$ cat src/rtl/axis_rr_arbiter_pkg.sv
// -----------------------------------------------------------------------------
// axis_arb_pkg
// Shared types and constants for the packet-level AXI-Stream round-robin
// arbiter (axis_rr_arbiter) and its helpers.
//   arb_state_t        : arbiter FSM state (IDLE / LOCKED)
//   DEFAULT_DATA_WIDTH : default tdata width in bits
//   idx_width()        : width of a port index for a given port count
// -----------------------------------------------------------------------------
package axis_arb_pkg;

  typedef enum logic [0:0] {
    IDLE   = 1'b0,
    LOCKED = 1'b1
  } arb_state_t;

  localparam int DEFAULT_DATA_WIDTH = 64;

  // Port-index width; never narrower than one bit.
  function automatic int idx_width(input int n);
    return (n > 1) ? $clog2(n) : 1;
  endfunction

endpackage

$ cat src/rtl/axis_rr_arbiter_if.sv
// -----------------------------------------------------------------------------
// axis_rr_arbiter_if
// Bundle of the requester-side (s_*) and sink-side (m_*) AXI-Stream signals
// around the arbiter.
//   s_tvalid/s_tdata/s_tkeep/s_tlast : NUM_PORTS requesters, port i packed at
//                                      [i*W +: W]
//   s_tready                         : per-port ready, at most one bit high
//   m_tvalid/m_tdata/m_tkeep/m_tlast : shared registered output
//   m_tready                         : downstream ready
// Modports:
//   master : the environment (requesters + downstream sink)
//   slave  : the arbiter itself
// -----------------------------------------------------------------------------
interface axis_rr_arbiter_if
  import axis_arb_pkg::*;
#(
  parameter int DATA_WIDTH = DEFAULT_DATA_WIDTH,
  parameter int NUM_PORTS  = 4
);

  logic [NUM_PORTS-1:0]              s_tvalid;
  logic [NUM_PORTS*DATA_WIDTH-1:0]   s_tdata;
  logic [NUM_PORTS*DATA_WIDTH/8-1:0] s_tkeep;
  logic [NUM_PORTS-1:0]              s_tlast;
  logic [NUM_PORTS-1:0]              s_tready;

  logic                              m_tvalid;
  logic [DATA_WIDTH-1:0]             m_tdata;
  logic [DATA_WIDTH/8-1:0]           m_tkeep;
  logic                              m_tlast;
  logic                              m_tready;

  modport master (
    output s_tvalid, s_tdata, s_tkeep, s_tlast, m_tready,
    input  s_tready, m_tvalid, m_tdata, m_tkeep, m_tlast
  );

  modport slave (
    input  s_tvalid, s_tdata, s_tkeep, s_tlast, m_tready,
    output s_tready, m_tvalid, m_tdata, m_tkeep, m_tlast
  );

endinterface

$ cat src/rtl/axis_rr_arbiter_rr_pick.sv
// -----------------------------------------------------------------------------
// rr_pick
// Combinational round-robin selector: returns the first set request bit found
// searching upward from ptr, wrapping modulo NUM_PORTS.
//   req       : request vector
//   ptr       : search start index (must be < NUM_PORTS)
//   gnt_idx   : selected index (0 when nothing is requested)
//   gnt_valid : at least one request is set
// -----------------------------------------------------------------------------
module rr_pick
  import axis_arb_pkg::*;
#(
  parameter int NUM_PORTS = 4
) (
  input  logic [NUM_PORTS-1:0]                req,
  input  logic [idx_width(NUM_PORTS)-1:0]     ptr,
  output logic [idx_width(NUM_PORTS)-1:0]     gnt_idx,
  output logic                                gnt_valid
);

  localparam int IDX_W = idx_width(NUM_PORTS);

  int pos;

  // Walk the offsets from farthest to nearest so the last hit, which wins,
  // is the one closest to ptr.
  always_comb begin
    gnt_valid = 1'b0;
    gnt_idx   = '0;
    pos       = 0;
    for (int k = NUM_PORTS - 1; k >= 0; k--) begin
      pos = int'(ptr) + k;
      if (pos >= NUM_PORTS) begin
        pos = pos - NUM_PORTS;
      end
      if (req[pos[IDX_W-1:0]]) begin
        gnt_valid = 1'b1;
        gnt_idx   = pos[IDX_W-1:0];
      end
    end
  end

endmodule

$ cat src/rtl/axis_rr_arbiter.sv
// -----------------------------------------------------------------------------
// axis_rr_arbiter
// Packet-level round-robin arbiter sharing one AXI-Stream sink between
// NUM_PORTS requesters. A grant is locked from the first accepted beat until
// the tlast beat is accepted; arbitration costs one idle cycle per packet.
// The output is a one-deep register stage with full tready backpressure.
// Ports:
//   clk, rst_n : clock, synchronous active-low reset
//   bus        : axis_rr_arbiter_if.slave (s_* requesters, m_* sink)
//   grant_idx  : currently or most recently granted port
//   busy       : high while a packet is locked
//   pkt_cnt    : (only with AXIS_ARB_PKT_CNT_EN) 32-bit completed-packet
//                counter per port, port i at [i*32 +: 32]
// Optional feature macro: AXIS_ARB_PKT_CNT_EN
// -----------------------------------------------------------------------------
module axis_rr_arbiter
  import axis_arb_pkg::*;
#(
  parameter int DATA_WIDTH = DEFAULT_DATA_WIDTH,
  parameter int NUM_PORTS  = 4
) (
  input  logic                            clk,
  input  logic                            rst_n,
  axis_rr_arbiter_if.slave                bus,
  output logic [idx_width(NUM_PORTS)-1:0] grant_idx,
`ifdef AXIS_ARB_PKT_CNT_EN
  output logic [NUM_PORTS*32-1:0]         pkt_cnt,
`endif
  output logic                            busy
);

  localparam int IDX_W  = idx_width(NUM_PORTS);
  localparam int KEEP_W = DATA_WIDTH / 8;

  arb_state_t              state_reg;
  logic [IDX_W-1:0]        grant_reg;
  logic [IDX_W-1:0]        rr_ptr_reg;
  logic [IDX_W-1:0]        rr_ptr_next;
  logic                    m_tvalid_reg;
  logic [DATA_WIDTH-1:0]   m_tdata_reg;
  logic [KEEP_W-1:0]       m_tkeep_reg;
  logic                    m_tlast_reg;

  logic [IDX_W-1:0]        pick_idx;
  logic                    pick_valid;
  logic                    locked;
  logic                    out_ready;
  logic                    sel_tvalid;
  logic [DATA_WIDTH-1:0]   sel_tdata;
  logic [KEEP_W-1:0]       sel_tkeep;
  logic                    sel_tlast;
  logic                    accept;
  logic                    pkt_done;

  rr_pick #(
    .NUM_PORTS (NUM_PORTS)
  ) u_pick (
    .req       (bus.s_tvalid),
    .ptr       (rr_ptr_reg),
    .gnt_idx   (pick_idx),
    .gnt_valid (pick_valid)
  );

  assign locked     = (state_reg == LOCKED);
  // Output stage can take a beat when empty or draining this cycle.
  assign out_ready  = !m_tvalid_reg || bus.m_tready;

  // Only the granted port is ever looked at.
  assign sel_tvalid = bus.s_tvalid[grant_reg];
  assign sel_tdata  = bus.s_tdata[int'(grant_reg)*DATA_WIDTH +: DATA_WIDTH];
  assign sel_tkeep  = bus.s_tkeep[int'(grant_reg)*KEEP_W +: KEEP_W];
  assign sel_tlast  = bus.s_tlast[grant_reg];

  assign accept     = locked && sel_tvalid && out_ready;
  assign pkt_done   = accept && sel_tlast;

  // Wrap explicitly so non-power-of-two port counts work.
  assign rr_ptr_next = (grant_reg == IDX_W'(NUM_PORTS - 1)) ? '0 : grant_reg + 1'b1;

  generate
    for (genvar gi = 0; gi < NUM_PORTS; gi++) begin : g_ready
      assign bus.s_tready[gi] = locked && (grant_reg == IDX_W'(gi)) && out_ready;
    end
  endgenerate

  always_ff @(posedge clk) begin
    if (!rst_n) begin
      state_reg    <= IDLE;
      grant_reg    <= '0;
      rr_ptr_reg   <= '0;
      m_tvalid_reg <= 1'b0;
      m_tdata_reg  <= '0;
      m_tkeep_reg  <= '0;
      m_tlast_reg  <= 1'b0;
    end else begin
      case (state_reg)
        IDLE: begin
          if (pick_valid) begin
            grant_reg <= pick_idx;
            state_reg <= LOCKED;
          end
        end
        LOCKED: begin
          if (pkt_done) begin
            state_reg  <= IDLE;
            rr_ptr_reg <= rr_ptr_next;
          end
        end
        default: state_reg <= IDLE;
      endcase

      if (accept) begin
        m_tvalid_reg <= 1'b1;
        m_tdata_reg  <= sel_tdata;
        m_tkeep_reg  <= sel_tkeep;
        m_tlast_reg  <= sel_tlast;
      end else if (bus.m_tready) begin
        m_tvalid_reg <= 1'b0;
      end
    end
  end

`ifdef AXIS_ARB_PKT_CNT_EN
  generate
    for (genvar gi = 0; gi < NUM_PORTS; gi++) begin : g_cnt
      logic [31:0] cnt_reg;
      always_ff @(posedge clk) begin
        if (!rst_n) begin
          cnt_reg <= '0;
        end else if (pkt_done && (grant_reg == IDX_W'(gi))) begin
          cnt_reg <= cnt_reg + 32'd1;
        end
      end
      assign pkt_cnt[gi*32 +: 32] = cnt_reg;
    end
  endgenerate
`endif

  assign bus.m_tvalid = m_tvalid_reg;
  assign bus.m_tdata  = m_tdata_reg;
  assign bus.m_tkeep  = m_tkeep_reg;
  assign bus.m_tlast  = m_tlast_reg;
  assign grant_idx    = grant_reg;
  assign busy         = locked;

endmodule

$ cat src/flat_wrapper.sv
// flat-port wrapper written by rule: the top's interface ports become plain ports
module axis_rr_arbiter_flat import axis_arb_pkg::*;
#(
  parameter int DATA_WIDTH = DEFAULT_DATA_WIDTH,
  parameter int NUM_PORTS  = 4
)
  (clk, rst_n, grant_idx, busy, bus_s_tvalid, bus_s_tdata, bus_s_tkeep, bus_s_tlast, bus_m_tready, bus_s_tready, bus_m_tvalid, bus_m_tdata, bus_m_tkeep, bus_m_tlast);
  axis_rr_arbiter_if #(.DATA_WIDTH(DATA_WIDTH), .NUM_PORTS(NUM_PORTS)) bus_i ();
  input  logic clk;
  input  logic rst_n;
  output logic [idx_width(NUM_PORTS)-1:0] grant_idx;
  output logic busy;
  input wire logic [$bits(bus_i.s_tvalid)-1:0] bus_s_tvalid;
  input wire logic [$bits(bus_i.s_tdata)-1:0] bus_s_tdata;
  input wire logic [$bits(bus_i.s_tkeep)-1:0] bus_s_tkeep;
  input wire logic [$bits(bus_i.s_tlast)-1:0] bus_s_tlast;
  input wire logic [$bits(bus_i.m_tready)-1:0] bus_m_tready;
  output wire logic [$bits(bus_i.s_tready)-1:0] bus_s_tready;
  output wire logic [$bits(bus_i.m_tvalid)-1:0] bus_m_tvalid;
  output wire logic [$bits(bus_i.m_tdata)-1:0] bus_m_tdata;
  output wire logic [$bits(bus_i.m_tkeep)-1:0] bus_m_tkeep;
  output wire logic [$bits(bus_i.m_tlast)-1:0] bus_m_tlast;
  assign bus_i.s_tvalid = bus_s_tvalid;
  assign bus_i.s_tdata = bus_s_tdata;
  assign bus_i.s_tkeep = bus_s_tkeep;
  assign bus_i.s_tlast = bus_s_tlast;
  assign bus_i.m_tready = bus_m_tready;
  assign bus_s_tready = bus_i.s_tready;
  assign bus_m_tvalid = bus_i.m_tvalid;
  assign bus_m_tdata = bus_i.m_tdata;
  assign bus_m_tkeep = bus_i.m_tkeep;
  assign bus_m_tlast = bus_i.m_tlast;
  axis_rr_arbiter #(.DATA_WIDTH(DATA_WIDTH), .NUM_PORTS(NUM_PORTS)) u_core (.clk(clk), .rst_n(rst_n), .bus(bus_i), .grant_idx(grant_idx), .busy(busy));
endmodule
$ cat config.mk
export PLATFORM = sky130hd
export DESIGN_NAME = axis_rr_arbiter_flat
export DESIGN_NICKNAME = d
export VERILOG_FILES = /design/src/rtl/axis_rr_arbiter_pkg.sv /design/src/rtl/axis_rr_arbiter_if.sv /design/src/rtl/axis_rr_arbiter_rr_pick.sv /design/src/rtl/axis_rr_arbiter.sv /design/src/flat_wrapper.sv
export SDC_FILE = /design/constraint.sdc
export NUM_CORES = 1
export LEC_CHECK = 0
export ABC_AREA = 1
export CAP_MARGIN = 20
export CELL_PAD_IN_SITES_DETAIL_PLACEMENT = 1
export CELL_PAD_IN_SITES_GLOBAL_PLACEMENT = 1
export CORE_AREA = 2 2 156 158
export DETAILED_ROUTE_END_ITERATION = 6
export DIE_AREA = 0 0 158 160
export GPL_TIMING_DRIVEN = 0
export PLACE_DENSITY = 0.9
export SLEW_MARGIN = 30
export SYNTH_ARGS = -nofsm -noshare
export SYNTH_HDL_FRONTEND = slang
export SYNTH_SLANG_ARGS = --single-unit
$ cat constraint.sdc
create_clock -name clk -period 2.05 [get_ports clk]
set_input_delay 0.3075 -clock clk [delete_from_list [all_inputs] [get_ports clk]]
set_output_delay 0.3075 -clock clk [all_outputs]
set_load 0.02 [all_outputs]
==> summary.txt <==
clock power share = 0.219
largest net degree at the start of global routing = 21
PnR worst setup slack = 107 ps
slew at the pin closest to its max-slew limit = 721 ps
min Tclk post-route = 1940 ps
synth unique cells = 23
power density cells = 825 nW/um2
drt drc = 0
CP required = 1740 ps
Max-slew headroom = 0.519
post-DR wirelength/cell = 19.5 um
LEAKAGE = 3.68 nW
max incr delay on CP = 360 ps
#FFs+latches synth = 79
Pins Over Slew Limit = 0
peak supply drop = 0.385 mV
critical-path maximum fanout = 11
starting density of the core = 0.224
vias per inst = 4.79
most frequent cells in the layout = clkdlybuf4s50_1, nor2_1, o21ai_0, dfxtp_1, a31oi_2
switching power = 3.40 mW
Post-Syn Area per Cell = 6.44 um2
Core Region = 23800 um2
filler cell count = 3050
Hold Crit Endpoint = u_core.bus.m_tdata[25]
clock latency on the worst-skew pair = 350 ps
final wirelength = 30.1 mm
setup violators final = 0
vias in the first global route = 7989
Syn Nets = 1131
status = completed
routability cong. = 0.908
Die Y = 160 um
sequential power share = 0.250
critical path launch point type = register
Max clock buf depth = 2
Final nets = 1519
first-pass GRT wire length = 44.1 mm
CP arrival = 1640 ps
die width = 158 um
Logic pwr share = 0.531
Worst-path clk slew = 70 ps
commonest non-fill, non-tap cell in the layout = clkdlybuf4s50_1
Routed Antenna Nets = 0
CP cell instances = inv_1 > buf_4 > ha_1 > nand2_1 > nor2_1 > clkdlybuf4s15_2
Vias = 7392
Hold Path Depth = 3
HP Start = rst_n
Sw Share = 0.419
TritonCTS clock tree = yes
CTS Hold Bufs = 0
Mapped Cells = 828
crit path kind = reg -> out
antenna violations before repair = 2
final hold vios = 0
Seq. cell area = 1580 um2
HPWL Detailed = 23.8 mm
Util after Layout = 0.413
max FFs per register = 64
dpl ws = -563 ps
Worst Reg-to-Reg Cells = 6
RSZ-0062 raised after global routing = false
Total GRT Usage = 0.228
worst clock skew = 9.64 ps
CTS buffer count = 9
register area share after synthesis = 0.297
IO buf count = 378
synth warn = 0
total gr overflow = 0
fmax = 515 MHz
CP endpoint kind = primary output
Root Buffer = clkbuf_16
cell row count = 57
synthesized cell area = 5330 um2
layout cells sized above 1 = 0.0878
IO Count = 380
part of the cycle the worst path needs = 0.948
Hold Path Class = in -> reg
Num Clock Sinks = 79
number of max-cap violations = 0
footprint of the multi-input gates = 3320 um2
worst reg2reg path endpoint = u_core.bus.m_tdata[33]
router iterations before antenna repair = 5
internal reg-to-reg setup slack = 220 ps
worst r2r src = u_core.grant_idx[1]
P&R area growth vs syn = 84.5%
htree depth = 3
initial DRC count = 250
slowest stage cell, crit path = dfxtp_2
DIE AREA = 25300 um2
Int Power = 4.71 mW
==> worst max path at each step <==
stage	startpoint	to	slack (ps)	cells after the start
final	u_core.grant_idx[1]	bus_s_tready[1]	110	6
after global routing	u_core.grant_idx[0]	u_core.bus.m_tdata[40]	20	6
after CTS	u_core.grant_idx[0]	bus_s_tready[0]	9	7
after detailed placement	u_core.grant_idx[0]	bus_s_tready[0]	-560	8
after global placement	u_core.grant_idx[0]	bus_s_tready[2]	-530	8
after floorplan	u_core.grant_idx[0]	bus_s_tready[2]	190	7
==> logic make-up after synthesis <==
logic type,count (synthesis),synth area share
compound gates,305,0.361
simple gates,354,0.252
flops,79,0.297
fa+ha+maj,4,0.00939
buf+inv,86,0.0814
==> power groups by stage <==
| stage | Clock [mW] | Sequential [mW] | Combinational (mW) |
|---|---|---|---|
| floorplan | 0 | 2.37 | 1.96 |
| detailed placement | 0 | 2.05 | 4.32 |
| CTS | 1.83 | 2.03 | 4.35 |
| finish | 1.77 | 2.03 | 4.31 |
| global route | 1.87 | 2.06 | 4.70 |
| global placement | 0 | 2.04 | 4.22 |
==> through the flow <==
step	std cells	power, mW	TNS, ps	hold WS (ps)	instance area (um2)
floorplan	828	4.33	0	531	5330
global placement	1530	6.25	-5890	487	9520
detailed placement	1530	6.38	-8380	517	9520
CTS	1543	8.20	0	408	9840
global route	1544	8.63	0	465	9840
finish	1544	8.11	0	414	9840
==> metal layers <==
layer | vias to the layer above | share of wire | routed length (um) | track usage
met5 | - | 0.00043 | 13 | 0
met4 | 2 | 0.030 | 889 | 0.0827
met3 | 55 | 0.089 | 2680 | 0.0708
met2 | 309 | 0.50 | 15000 | 0.416
met1 | 3449 | 0.38 | 11500 | 0.244
li1 | 3577 | - | - | -
==> synth_stat cells, drive strengths merged <==
cell type  number  area share
o21ai         223        0.21
a31oi          72        0.14
nand3           3      0.0028
nand3b          1      0.0014
dfxtp          79        0.30
clkbuf         28       0.020
o21a            1      0.0014
a21oi           6      0.0056
inv            12      0.0084
nor2          303        0.21
ha              4      0.0094
buf            46       0.053
nand2          46       0.032
and2            1      0.0012
o211ai          2      0.0028
o22ai           1      0.0012
==> layout make-up <==
cell class              instances  area share
diodes                          1    0.000254
plain buffers                  73      0.0412
clock buffers                  10      0.0233
clock inverters                 4     0.00738
inverters                      12     0.00458
multi-input cells             663       0.337
flip-flops and latches         79       0.161
well taps                     324      0.0412
repair buffers                378       0.384
==> worst max-delay path: cells and delay by family (launching register included) <==
kind	cells	cell delay (ps)
buffers and inverters	3	580
AND/OR/NAND/NOR	2	170
flip-flops	1	360
adder cells (fa/ha/maj)	1	170
==> timing repair <==
action	CTS	global route
gates cloned	0	0
buffers inserted	0	0
resized for setup	19	4
setup endpoints to repair	78	3
Power figures use the tool's default switching activity.
